===== src/rtl/pid_pkg.sv =====
// ---------------------------------------------------------------------------
// pid_pkg
// Definitions shared between the PID core and its SPI front/back ends.
//   PV_W        process-value word width seen by the PID core
//   PV_CLK_DIV  default SPI clock half-period, in system clock cycles
//   pv_state_e  state encoding of the PV SPI reader
// ---------------------------------------------------------------------------
package pid_pkg;

    localparam int PV_W       = 8;
    localparam int PV_CLK_DIV = 2;

    typedef enum logic [2:0] {
        IDLE  = 3'd0,
        SETUP = 3'd1,
        SHIFT = 3'd2,
        HOLD  = 3'd3,
        GAP   = 3'd4
    } pv_state_e;

endpackage


===== src/rtl/pv_spi_reader_if.sv =====
// ---------------------------------------------------------------------------
// pv_spi_reader_if
// Bundles the PV reader's control, sample and ADC-side SPI signals.
//   en, start         control from the PID core
//   pv_data, pv_valid sample delivered to the PID core
//   busy              reader is in a conversion
//   pv_in_clk/cs/miso SPI pins towards the ADC
//
// Handshake: start is a single-cycle request, taken only when the reader is
// idle and en is high; requests while busy are dropped, never queued.
// pv_valid is a one-cycle strobe with no backpressure: pv_data is new in
// that cycle and is held until the next strobe.
//
// modport master : the reader (drives SPI clock/select and the sample)
// modport slave  : the PID core / ADC side
// ---------------------------------------------------------------------------
interface pv_spi_reader_if #(
    parameter int DATA_W = 8
);
    logic              en;
    logic              start;
    logic              pv_in_miso;
    logic              pv_in_clk;
    logic              pv_in_cs;
    logic [DATA_W-1:0] pv_data;
    logic              pv_valid;
    logic              busy;

    modport master (
        input  en, start, pv_in_miso,
        output pv_in_clk, pv_in_cs, pv_data, pv_valid, busy
    );

    modport slave (
        output en, start, pv_in_miso,
        input  pv_in_clk, pv_in_cs, pv_data, pv_valid, busy
    );
endinterface


===== src/rtl/spi_sclk_div.sv =====
// ---------------------------------------------------------------------------
// spi_sclk_div
// Phase timer for an SPI master: splits time into phases of CLK_DIV system
// clock cycles while run is high. The first phase after run rises is a
// "low" phase, and phases then alternate low/high.
//   clk, reset  system clock, asynchronous active-low reset
//   run         timer enable; low clears counter and phase
//   phase_done  last cycle of the current phase
//   rise        last cycle of a low phase (SPI clock should go high next)
// ---------------------------------------------------------------------------
module spi_sclk_div
    import pid_pkg::*;
#(
    parameter int CLK_DIV = PV_CLK_DIV
) (
    input  logic clk,
    input  logic reset,
    input  logic run,
    output logic phase_done,
    output logic rise
);

    localparam int            CW   = (CLK_DIV > 1) ? $clog2(CLK_DIV) : 1;
    localparam logic [CW-1:0] LAST = CW'(CLK_DIV - 1);

    logic [CW-1:0] cnt;
    logic          phase_high;

    assign phase_done = run && (cnt == LAST);
    assign rise       = phase_done && !phase_high;

    always_ff @(posedge clk or negedge reset) begin
        if (!reset) begin
            cnt        <= '0;
            phase_high <= 1'b0;
        end else if (!run) begin
            cnt        <= '0;
            phase_high <= 1'b0;
        end else if (phase_done) begin
            cnt        <= '0;
            phase_high <= !phase_high;
        end else begin
            cnt        <= cnt + CW'(1);
        end
    end

endmodule


===== src/rtl/pv_spi_reader.sv =====
// ---------------------------------------------------------------------------
// pv_spi_reader
// SPI mode-0 master (MSB first) that reads one DATA_W-bit process-value
// sample from an ADC per start request and hands it to the PID core.
// Frame: IDLE -> SETUP -> SHIFT -> HOLD -> GAP -> IDLE.
//   clk        system clock
//   reset      asynchronous active-low reset
//   bus        pv_spi_reader_if master modport (en, start, SPI pins,
//              pv_data, pv_valid, busy); all outputs are registered
//   dbg_state  current FSM state
// Optional: define PV_AVG4_EN to deliver the truncated mean of every four
// completed frames instead of every frame.
// ---------------------------------------------------------------------------
module pv_spi_reader
    import pid_pkg::*;
#(
    parameter int DATA_W  = PV_W,
    parameter int CLK_DIV = PV_CLK_DIV
) (
    input  logic                   clk,
    input  logic                   reset,
    pv_spi_reader_if.master        bus,
    output pv_state_e              dbg_state
);

    localparam int             BCW      = $clog2(DATA_W + 1);
    localparam logic [BCW-1:0] LAST_BIT = BCW'(DATA_W - 1);

    pv_state_e         state, state_d;
    logic              sclk_q, sclk_d;
    logic              cs_q, cs_d;
    logic              busy_q, busy_d;
    logic              valid_q, valid_d;
    logic [DATA_W-1:0] data_q, data_d;
    logic [DATA_W-1:0] shreg, shreg_d;
    logic [BCW-1:0]    bit_cnt, bit_cnt_d;
    logic              phase_done, rise;
    logic              run;

`ifdef PV_AVG4_EN
    localparam int AW = DATA_W + 2;
    logic [AW-1:0] acc, acc_d, acc_sum;
    logic [1:0]    frames, frames_d;
    assign acc_sum = acc + AW'(shreg);
`endif

    assign run = (state != IDLE);

    spi_sclk_div #(.CLK_DIV(CLK_DIV)) u_div (
        .clk        (clk),
        .reset      (reset),
        .run        (run),
        .phase_done (phase_done),
        .rise       (rise)
    );

    always_comb begin
        state_d   = state;
        sclk_d    = sclk_q;
        valid_d   = 1'b0;
        data_d    = data_q;
        shreg_d   = shreg;
        bit_cnt_d = bit_cnt;
`ifdef PV_AVG4_EN
        acc_d     = acc;
        frames_d  = frames;
`endif
        if (!bus.en) begin
            // Abort (or stay idle): drop the frame, keep the last sample.
            state_d   = IDLE;
            sclk_d    = 1'b0;
            bit_cnt_d = '0;
`ifdef PV_AVG4_EN
            acc_d     = '0;
            frames_d  = '0;
`endif
        end else begin
            case (state)
                IDLE: begin
                    if (bus.start) begin
                        state_d   = SETUP;
                        bit_cnt_d = '0;
                    end
                end
                SETUP: begin
                    // First rising SPI edge: capture the MSB the ADC put out
                    // when CS fell.
                    if (phase_done) begin
                        state_d = SHIFT;
                        sclk_d  = 1'b1;
                        shreg_d = {shreg[DATA_W-2:0], bus.pv_in_miso};
                    end
                end
                SHIFT: begin
                    if (rise) begin
                        // End of a low phase: either the next bit's rising
                        // edge or, after the last bit, on to HOLD.
                        if (bit_cnt == LAST_BIT) begin
                            state_d   = HOLD;
                            sclk_d    = 1'b0;
                            bit_cnt_d = '0;
                        end else begin
                            sclk_d    = 1'b1;
                            bit_cnt_d = bit_cnt + BCW'(1);
                            shreg_d   = {shreg[DATA_W-2:0], bus.pv_in_miso};
                        end
                    end else if (phase_done) begin
                        sclk_d = 1'b0;
                    end
                end
                HOLD: begin
                    if (phase_done) begin
                        state_d = GAP;
`ifdef PV_AVG4_EN
                        if (frames == 2'd3) begin
                            valid_d  = 1'b1;
                            data_d   = acc_sum[AW-1:2];
                            acc_d    = '0;
                            frames_d = '0;
                        end else begin
                            acc_d    = acc_sum;
                            frames_d = frames + 2'd1;
                        end
`else
                        valid_d = 1'b1;
                        data_d  = shreg;
`endif
                    end
                end
                GAP: begin
                    if (phase_done) state_d = IDLE;
                end
                default: state_d = IDLE;
            endcase
        end
        cs_d   = !(state_d inside {SETUP, SHIFT, HOLD});
        busy_d = (state_d != IDLE);
    end

    always_ff @(posedge clk or negedge reset) begin
        if (!reset) begin
            state   <= IDLE;
            sclk_q  <= 1'b0;
            cs_q    <= 1'b1;
            busy_q  <= 1'b0;
            valid_q <= 1'b0;
            data_q  <= '0;
            shreg   <= '0;
            bit_cnt <= '0;
`ifdef PV_AVG4_EN
            acc     <= '0;
            frames  <= '0;
`endif
        end else begin
            state   <= state_d;
            sclk_q  <= sclk_d;
            cs_q    <= cs_d;
            busy_q  <= busy_d;
            valid_q <= valid_d;
            data_q  <= data_d;
            shreg   <= shreg_d;
            bit_cnt <= bit_cnt_d;
`ifdef PV_AVG4_EN
            acc     <= acc_d;
            frames  <= frames_d;
`endif
        end
    end

    assign bus.pv_in_clk = sclk_q;
    assign bus.pv_in_cs  = cs_q;
    assign bus.busy      = busy_q;
    assign bus.pv_valid  = valid_q;
    assign bus.pv_data   = data_q;
    assign dbg_state     = state;

endmodule


===== src/flat_wrapper.sv =====
// flat-port wrapper written by rule: the top's interface ports become plain ports
module pv_spi_reader_flat import pid_pkg::*;
#(
    parameter int DATA_W  = PV_W,
    parameter int CLK_DIV = PV_CLK_DIV
)
  (clk, reset, dbg_state, bus_en, bus_start, bus_pv_in_miso, bus_pv_in_clk, bus_pv_in_cs, bus_pv_data, bus_pv_valid, bus_busy);
  pv_spi_reader_if #(.DATA_W(DATA_W)) bus_i ();
  input  logic clk;
  input  logic reset;
  output pv_state_e dbg_state;
  input wire logic [$bits(bus_i.en)-1:0] bus_en;
  input wire logic [$bits(bus_i.start)-1:0] bus_start;
  input wire logic [$bits(bus_i.pv_in_miso)-1:0] bus_pv_in_miso;
  output wire logic [$bits(bus_i.pv_in_clk)-1:0] bus_pv_in_clk;
  output wire logic [$bits(bus_i.pv_in_cs)-1:0] bus_pv_in_cs;
  output wire logic [$bits(bus_i.pv_data)-1:0] bus_pv_data;
  output wire logic [$bits(bus_i.pv_valid)-1:0] bus_pv_valid;
  output wire logic [$bits(bus_i.busy)-1:0] bus_busy;
  assign bus_i.en = bus_en;
  assign bus_i.start = bus_start;
  assign bus_i.pv_in_miso = bus_pv_in_miso;
  assign bus_pv_in_clk = bus_i.pv_in_clk;
  assign bus_pv_in_cs = bus_i.pv_in_cs;
  assign bus_pv_data = bus_i.pv_data;
  assign bus_pv_valid = bus_i.pv_valid;
  assign bus_busy = bus_i.busy;
  pv_spi_reader #(.DATA_W(DATA_W), .CLK_DIV(CLK_DIV)) u_core (.clk(clk), .reset(reset), .bus(bus_i), .dbg_state(dbg_state));
endmodule

===== config.mk =====
export PLATFORM = sky130hd
export DESIGN_NAME = pv_spi_reader_flat
export DESIGN_NICKNAME = d
export VERILOG_FILES = /design/src/rtl/pid_pkg.sv /design/src/rtl/pv_spi_reader_if.sv /design/src/rtl/spi_sclk_div.sv /design/src/rtl/pv_spi_reader.sv /design/src/flat_wrapper.sv
export SDC_FILE = /design/constraint.sdc
export NUM_CORES = 1
export LEC_CHECK = 0
export ABC_CLOCK_PERIOD_IN_PS = 4400
export CORE_MARGIN = 2
export CORE_UTILIZATION = 56
export CTS_CLUSTER_SIZE = 10
export DETAILED_ROUTE_END_ITERATION = 7
export PLACE_DENSITY = 0.94
export SYNTH_ARGS = -nofsm -noshare
export SYNTH_HDL_FRONTEND = slang
export SYNTH_HIERARCHICAL = 1
export SYNTH_SLANG_ARGS = --single-unit

===== constraint.sdc =====
create_clock -name clk -period 4.4 [get_ports clk]
set_clock_uncertainty 0.1 [all_clocks]
set_input_delay 0.44 -clock clk [delete_from_list [all_inputs] [get_ports clk]]
set_output_delay 0.44 -clock clk [all_outputs]
set_load 0.05 [all_outputs]

==> run_summary.xml <==
<?xml version="1.0" encoding="UTF-8"?>
<metrics>
  <group name="run_status">
    <metric name="run_status" unit="">complete, no violations</metric>
  </group>
  <group name="synth">
    <metric name="synth-async-reset-ratio" unit="%">100</metric>
    <metric name="postSynthCellCount" unit="">104</metric>
    <metric name="number_of_distinct_standard_cells_referenced_by_the_synthesized_netlist" unit="">30</metric>
    <metric name="post_synth_instance_area" unit="µm²">1290</metric>
    <metric name="syn_area_per_cell" unit="µm²">12.4</metric>
    <metric name="synth_sequential_area_ratio" unit="%">56.2</metric>
    <metric name="synth_enable_flop_cells" unit="">0</metric>
    <metric name="synth_fp_nets" unit="">110</metric>
    <metric name="yosys.cell_count.top_type" unit="">dfrtp_1</metric>
    <metric name="yosys_most_used_dff" unit="">dfrtp_1</metric>
    <metric name="yosys_warnings" unit="">6</metric>
    <metric name="synth.top_cells.by_count" unit="">dfrtp_1 (28), mux2_2 (17), nor2_1 (7)</metric>
    <metric name="synthDominantCellAreaShare" unit="%">54.2</metric>
    <metric name="yosys-top-cells-area" unit="">dfrtp_1 (54%), mux2_2 (15%), a21oi_1 (2.3%)</metric>
    <metric name="synth_area_leader_cell" unit="">dfrtp_1</metric>
    <metric name="ys_seq_elements" unit="">29</metric>
  </group>
  <group name="cts">
    <metric name="clock_path_buffers" unit="">2</metric>
    <metric name="cts.sink_count" unit="">29</metric>
    <metric name="clock_tree.htree_level_count" unit="">2</metric>
    <metric name="cts.repair.resized" unit="">0</metric>
    <metric name="clk_latency" unit="ns">0.33</metric>
    <metric name="clockRootBuffer" unit="">clkbuf_4</metric>
    <metric name="numCtsBuffers" unit="">5</metric>
    <metric name="cts_post_setup_buffers_inserted" unit="">0</metric>
    <metric name="cts.clk_slew.worst_paths" unit="ns">0.09</metric>
    <metric name="post_cts_hold_buffer_count" unit="">0</metric>
    <metric name="tritoncts" unit="">built</metric>
  </group>
  <group name="floorplan">
    <metric name="initial_utilization" unit="%">59.0</metric>
    <metric name="die_y" unit="µm">52.0</metric>
    <metric name="fp.coreArea" unit="µm²">2190</metric>
    <metric name="die-area" unit="µm²">2710</metric>
    <metric name="pin_count" unit="">20</metric>
    <metric name="die_w" unit="µm">52.0</metric>
    <metric name="floorplan.rows" unit="">17</metric>
  </group>
  <group name="global_routing">
    <metric name="gr-usage-all-layers" unit="%">21.7</metric>
    <metric name="grt_max_degree" unit="">30</metric>
    <metric name="grt_pass1_wl" unit="µm">4080</metric>
    <metric name="vias_in_the_first_global_route" unit="">933</metric>
    <metric name="grt_overflow" unit="">0</metric>
    <metric name="antenna_found_initial" unit="">0</metric>
  </group>
  <group name="sta">
    <metric name="rsz0062_at_grt" unit="">false</metric>
    <metric name="tightest_slew" unit="ns">0.748</metric>
    <metric name="final_min_period_over_clock_period" unit="%">62.3</metric>
    <metric name="number_of_hold_violations_in_the_final_report" unit="">0</metric>
    <metric name="sum_neg_setup_slack" unit="ns">0</metric>
    <metric name="setup_viol" unit="">0</metric>
    <metric name="maxClockFrequency" unit="MHz">365</metric>
    <metric name="finalCriticalPeriod" unit="ns">2.74</metric>
    <metric name="report.final.slew_viol_count" unit="">0</metric>
    <metric name="maxSlewHeadroom" unit="%">50.0</metric>
  </group>
  <group name="worst_setup_path">
    <metric name="critical_path_buf_inv_count" unit="">0</metric>
    <metric name="r2r.worst_path.cells" unit="">6</metric>
    <metric name="regToRegEndpoint" unit="">u_core/shreg[6]</metric>
    <metric name="crit_path_end_kind" unit="">flop</metric>
    <metric name="cp_data_required_time" unit="ns">4.50</metric>
    <metric name="regToRegSetupSlack" unit="ns">1.66</metric>
    <metric name="cp_top_family" unit="">simple AND/OR/NAND/NOR gates</metric>
    <metric name="timing.setup.critical_path_class" unit="">reg2reg</metric>
    <metric name="cp_slowest_cell" unit="">dfrtp_1</metric>
    <metric name="cp_max_fo" unit="">13</metric>
    <metric name="worstReg2RegStart" unit="">u_core/dbg_state[1]</metric>
    <metric name="critPathArrivalTime" unit="ns">2.84</metric>
    <metric name="critical_path.max_stage_delay" unit="ns">0.58</metric>
    <metric name="worstSetupStartpointType" unit="">flop</metric>
    <metric name="path_cells" unit="">or3_1, and2_1, nor2b_1, nor2_1, a2111oi_4, mux2_2</metric>
  </group>
  <group name="final_layout">
    <metric name="antenna_cells" unit="">0</metric>
    <metric name="fillCellCount" unit="">151</metric>
    <metric name="total_area_of_multi_input_combinational_cells" unit="µm²">538</metric>
    <metric name="final-seq-area" unit="µm²">727</metric>
    <metric name="final_layout_size_suffix_gt1_share" unit="%">21.7</metric>
    <metric name="nNetsFinal" unit="">134</metric>
    <metric name="area_growth_syn_to_layout" unit="%">21.0</metric>
  </group>
  <group name="route">
    <metric name="post_drt_wl_per_cell" unit="µm">14.9</metric>
    <metric name="drt-initial-drc-count" unit="">12</metric>
    <metric name="postRouteWirelength" unit="µm">2350</metric>
    <metric name="routed-via-count" unit="">891</metric>
    <metric name="avgViaCountPerCell" unit="">5.68</metric>
    <metric name="antenna_left" unit="">0</metric>
    <metric name="drt_pass1_iterations" unit="">4</metric>
    <metric name="drc" unit="">0</metric>
  </group>
  <group name="power_and_ir_drop">
    <metric name="power_frac_comb" unit="%">11.6</metric>
    <metric name="total_power" unit="W">0.000525</metric>
    <metric name="switching_share" unit="%">25.7</metric>
    <metric name="ir_drop" unit="mV">0.332</metric>
    <metric name="power_per_cell_area" unit="nW/µm²">335</metric>
    <metric name="power_frac_clock" unit="%">31.7</metric>
    <metric name="static_leakage" unit="nW">0.719</metric>
    <metric name="power.internal" unit="W">0.000390</metric>
    <metric name="p_switching" unit="W">0.000135</metric>
    <metric name="share_seq_of_total_power" unit="%">56.7</metric>
  </group>
  <group name="placed_design">
    <metric name="port_buffers" unit="">19</metric>
    <metric name="dp_hpwl" unit="µm">1660</metric>
    <metric name="gpl.final_weighted_congestion" unit="">0.826</metric>
  </group>
  <group name="worst_hold_path">
    <metric name="worst_hold_check_path_type" unit="">in2async</metric>
  </group>
  <group name="flow_run">
    <metric name="maxCapViolations" unit="">0</metric>
  </group>
</metrics>
[cell usage in the layout, fill, tap and decap left out, drive strengths merged, types with 3 or more instances in the layout]
cell type and count:
a21oi 6, dfrtp 28, clkbuf 8, mux2 17
o21ai 4, nor2b 3, nand3 3, clkdlybuf4s50 19
nor2 7, and2 3, nand2 5
[worst max path at each step]
stage	start	end	slack, ns	cells past startpoint
2_1_floorplan	u_core/dbg_state[1]	u_core/shreg[0]	1.54	7
3_3_place_gp	u_core/dbg_state[1]	u_core/shreg[2]	1.87	6
3_5_place_dp	u_core/dbg_state[1]	u_core/shreg[6]	1.71	6
4_1_cts	u_core/dbg_state[1]	u_core/shreg[6]	1.68	6
5_1_grt	u_core/dbg_state[1]	u_core/shreg[7]	1.49	6
6_report	u_core/dbg_state[1]	u_core/shreg[6]	1.66	6
[metal layers]
metal  global-route usage (%)  vias up  share of wire, %
li1                         -      420                 -
met1                     24.1      442                43
met2                     35.0       22                49
met3                     9.77        7               5.9
met4                     10.5        0               2.0
met5                        0        -                 0
[worst reg2reg max path, cell delays in order, from the launching register on]
cell and delay (ns):
dfrtp_1 0.58, or3_1 0.18, and2_1 0.22, nor2b_1 0.39
nor2_1 0.16, a2111oi_4 0.57, mux2_2 0.41
[logic make-up after synthesis]
group,after synthesis,share of synthesized area (%)
simple gates,35,15.3
flops,29,56.2
mux,17,14.8
compound gates,15,9.20
buf+inv,5,2.13
xor+xnor,2,1.36
fa+ha+maj,1,0.968
[layout make-up]
type,instances,share of cell area (%)
Sequential cell,29,46.5
Multi-Input combinational cell,70,34.4
Timing Repair Buffer,20,12.6
Clock buffer,8,3.76
Tap cell,28,2.24
Inverter,2,0.480
[power groups by stage]
| stage | Clock (W) | Combinational [W] | Sequential (W) |
|---|---|---|---|
| 6_report | 0.000166 | 0.0000609 | 0.000298 |
| 5_1_grt | 0.000188 | 0.0000669 | 0.000300 |
| 4_1_cts | 0.000176 | 0.0000618 | 0.000298 |
| 3_5_place_dp | 0 | 0.0000614 | 0.000303 |
| 3_3_place_gp | 0 | 0.0000592 | 0.000302 |
| 2_1_floorplan | 0 | 0.0000296 | 0.000310 |
[flip-flops by register name (all words and copies together) (netlist names)]
| register | flops |
|---|---|
| u_core/bus.pv_data | 8 |
| u_core/shreg | 8 |
| u_core/bit_cnt | 4 |
| u_core/dbg_state | 3 |
| u_core/bus.busy | 1 |
| u_core/bus.pv_in_clk | 1 |
| u_core/bus.pv_in_cs | 1 |
| u_core/bus.pv_valid | 1 |
| u_core/u_div/cnt | 1 |
| u_core/u_div/phase_high | 1 |
[per-stage QoR]
step / std cells / setup slack [ns] / area [µm²] / util, % / hold slack, ns
after floorplan: 104 / 1.54 / 1290 / - / 0.0444
after global placement: 149 / 1.87 / 1510 / 68.7 / 0.353
after detailed placement: 149 / 1.71 / 1510 / 68.7 / 0.364
after CTS: 157 / 1.68 / 1560 / 71.4 / 0.370
after global routing: 157 / 1.49 / 1560 / 71.4 / 0.398
final: 157 / 1.66 / 1560 / 71.4 / 0.371
Note: power is estimated with default switching activity, not from simulation.
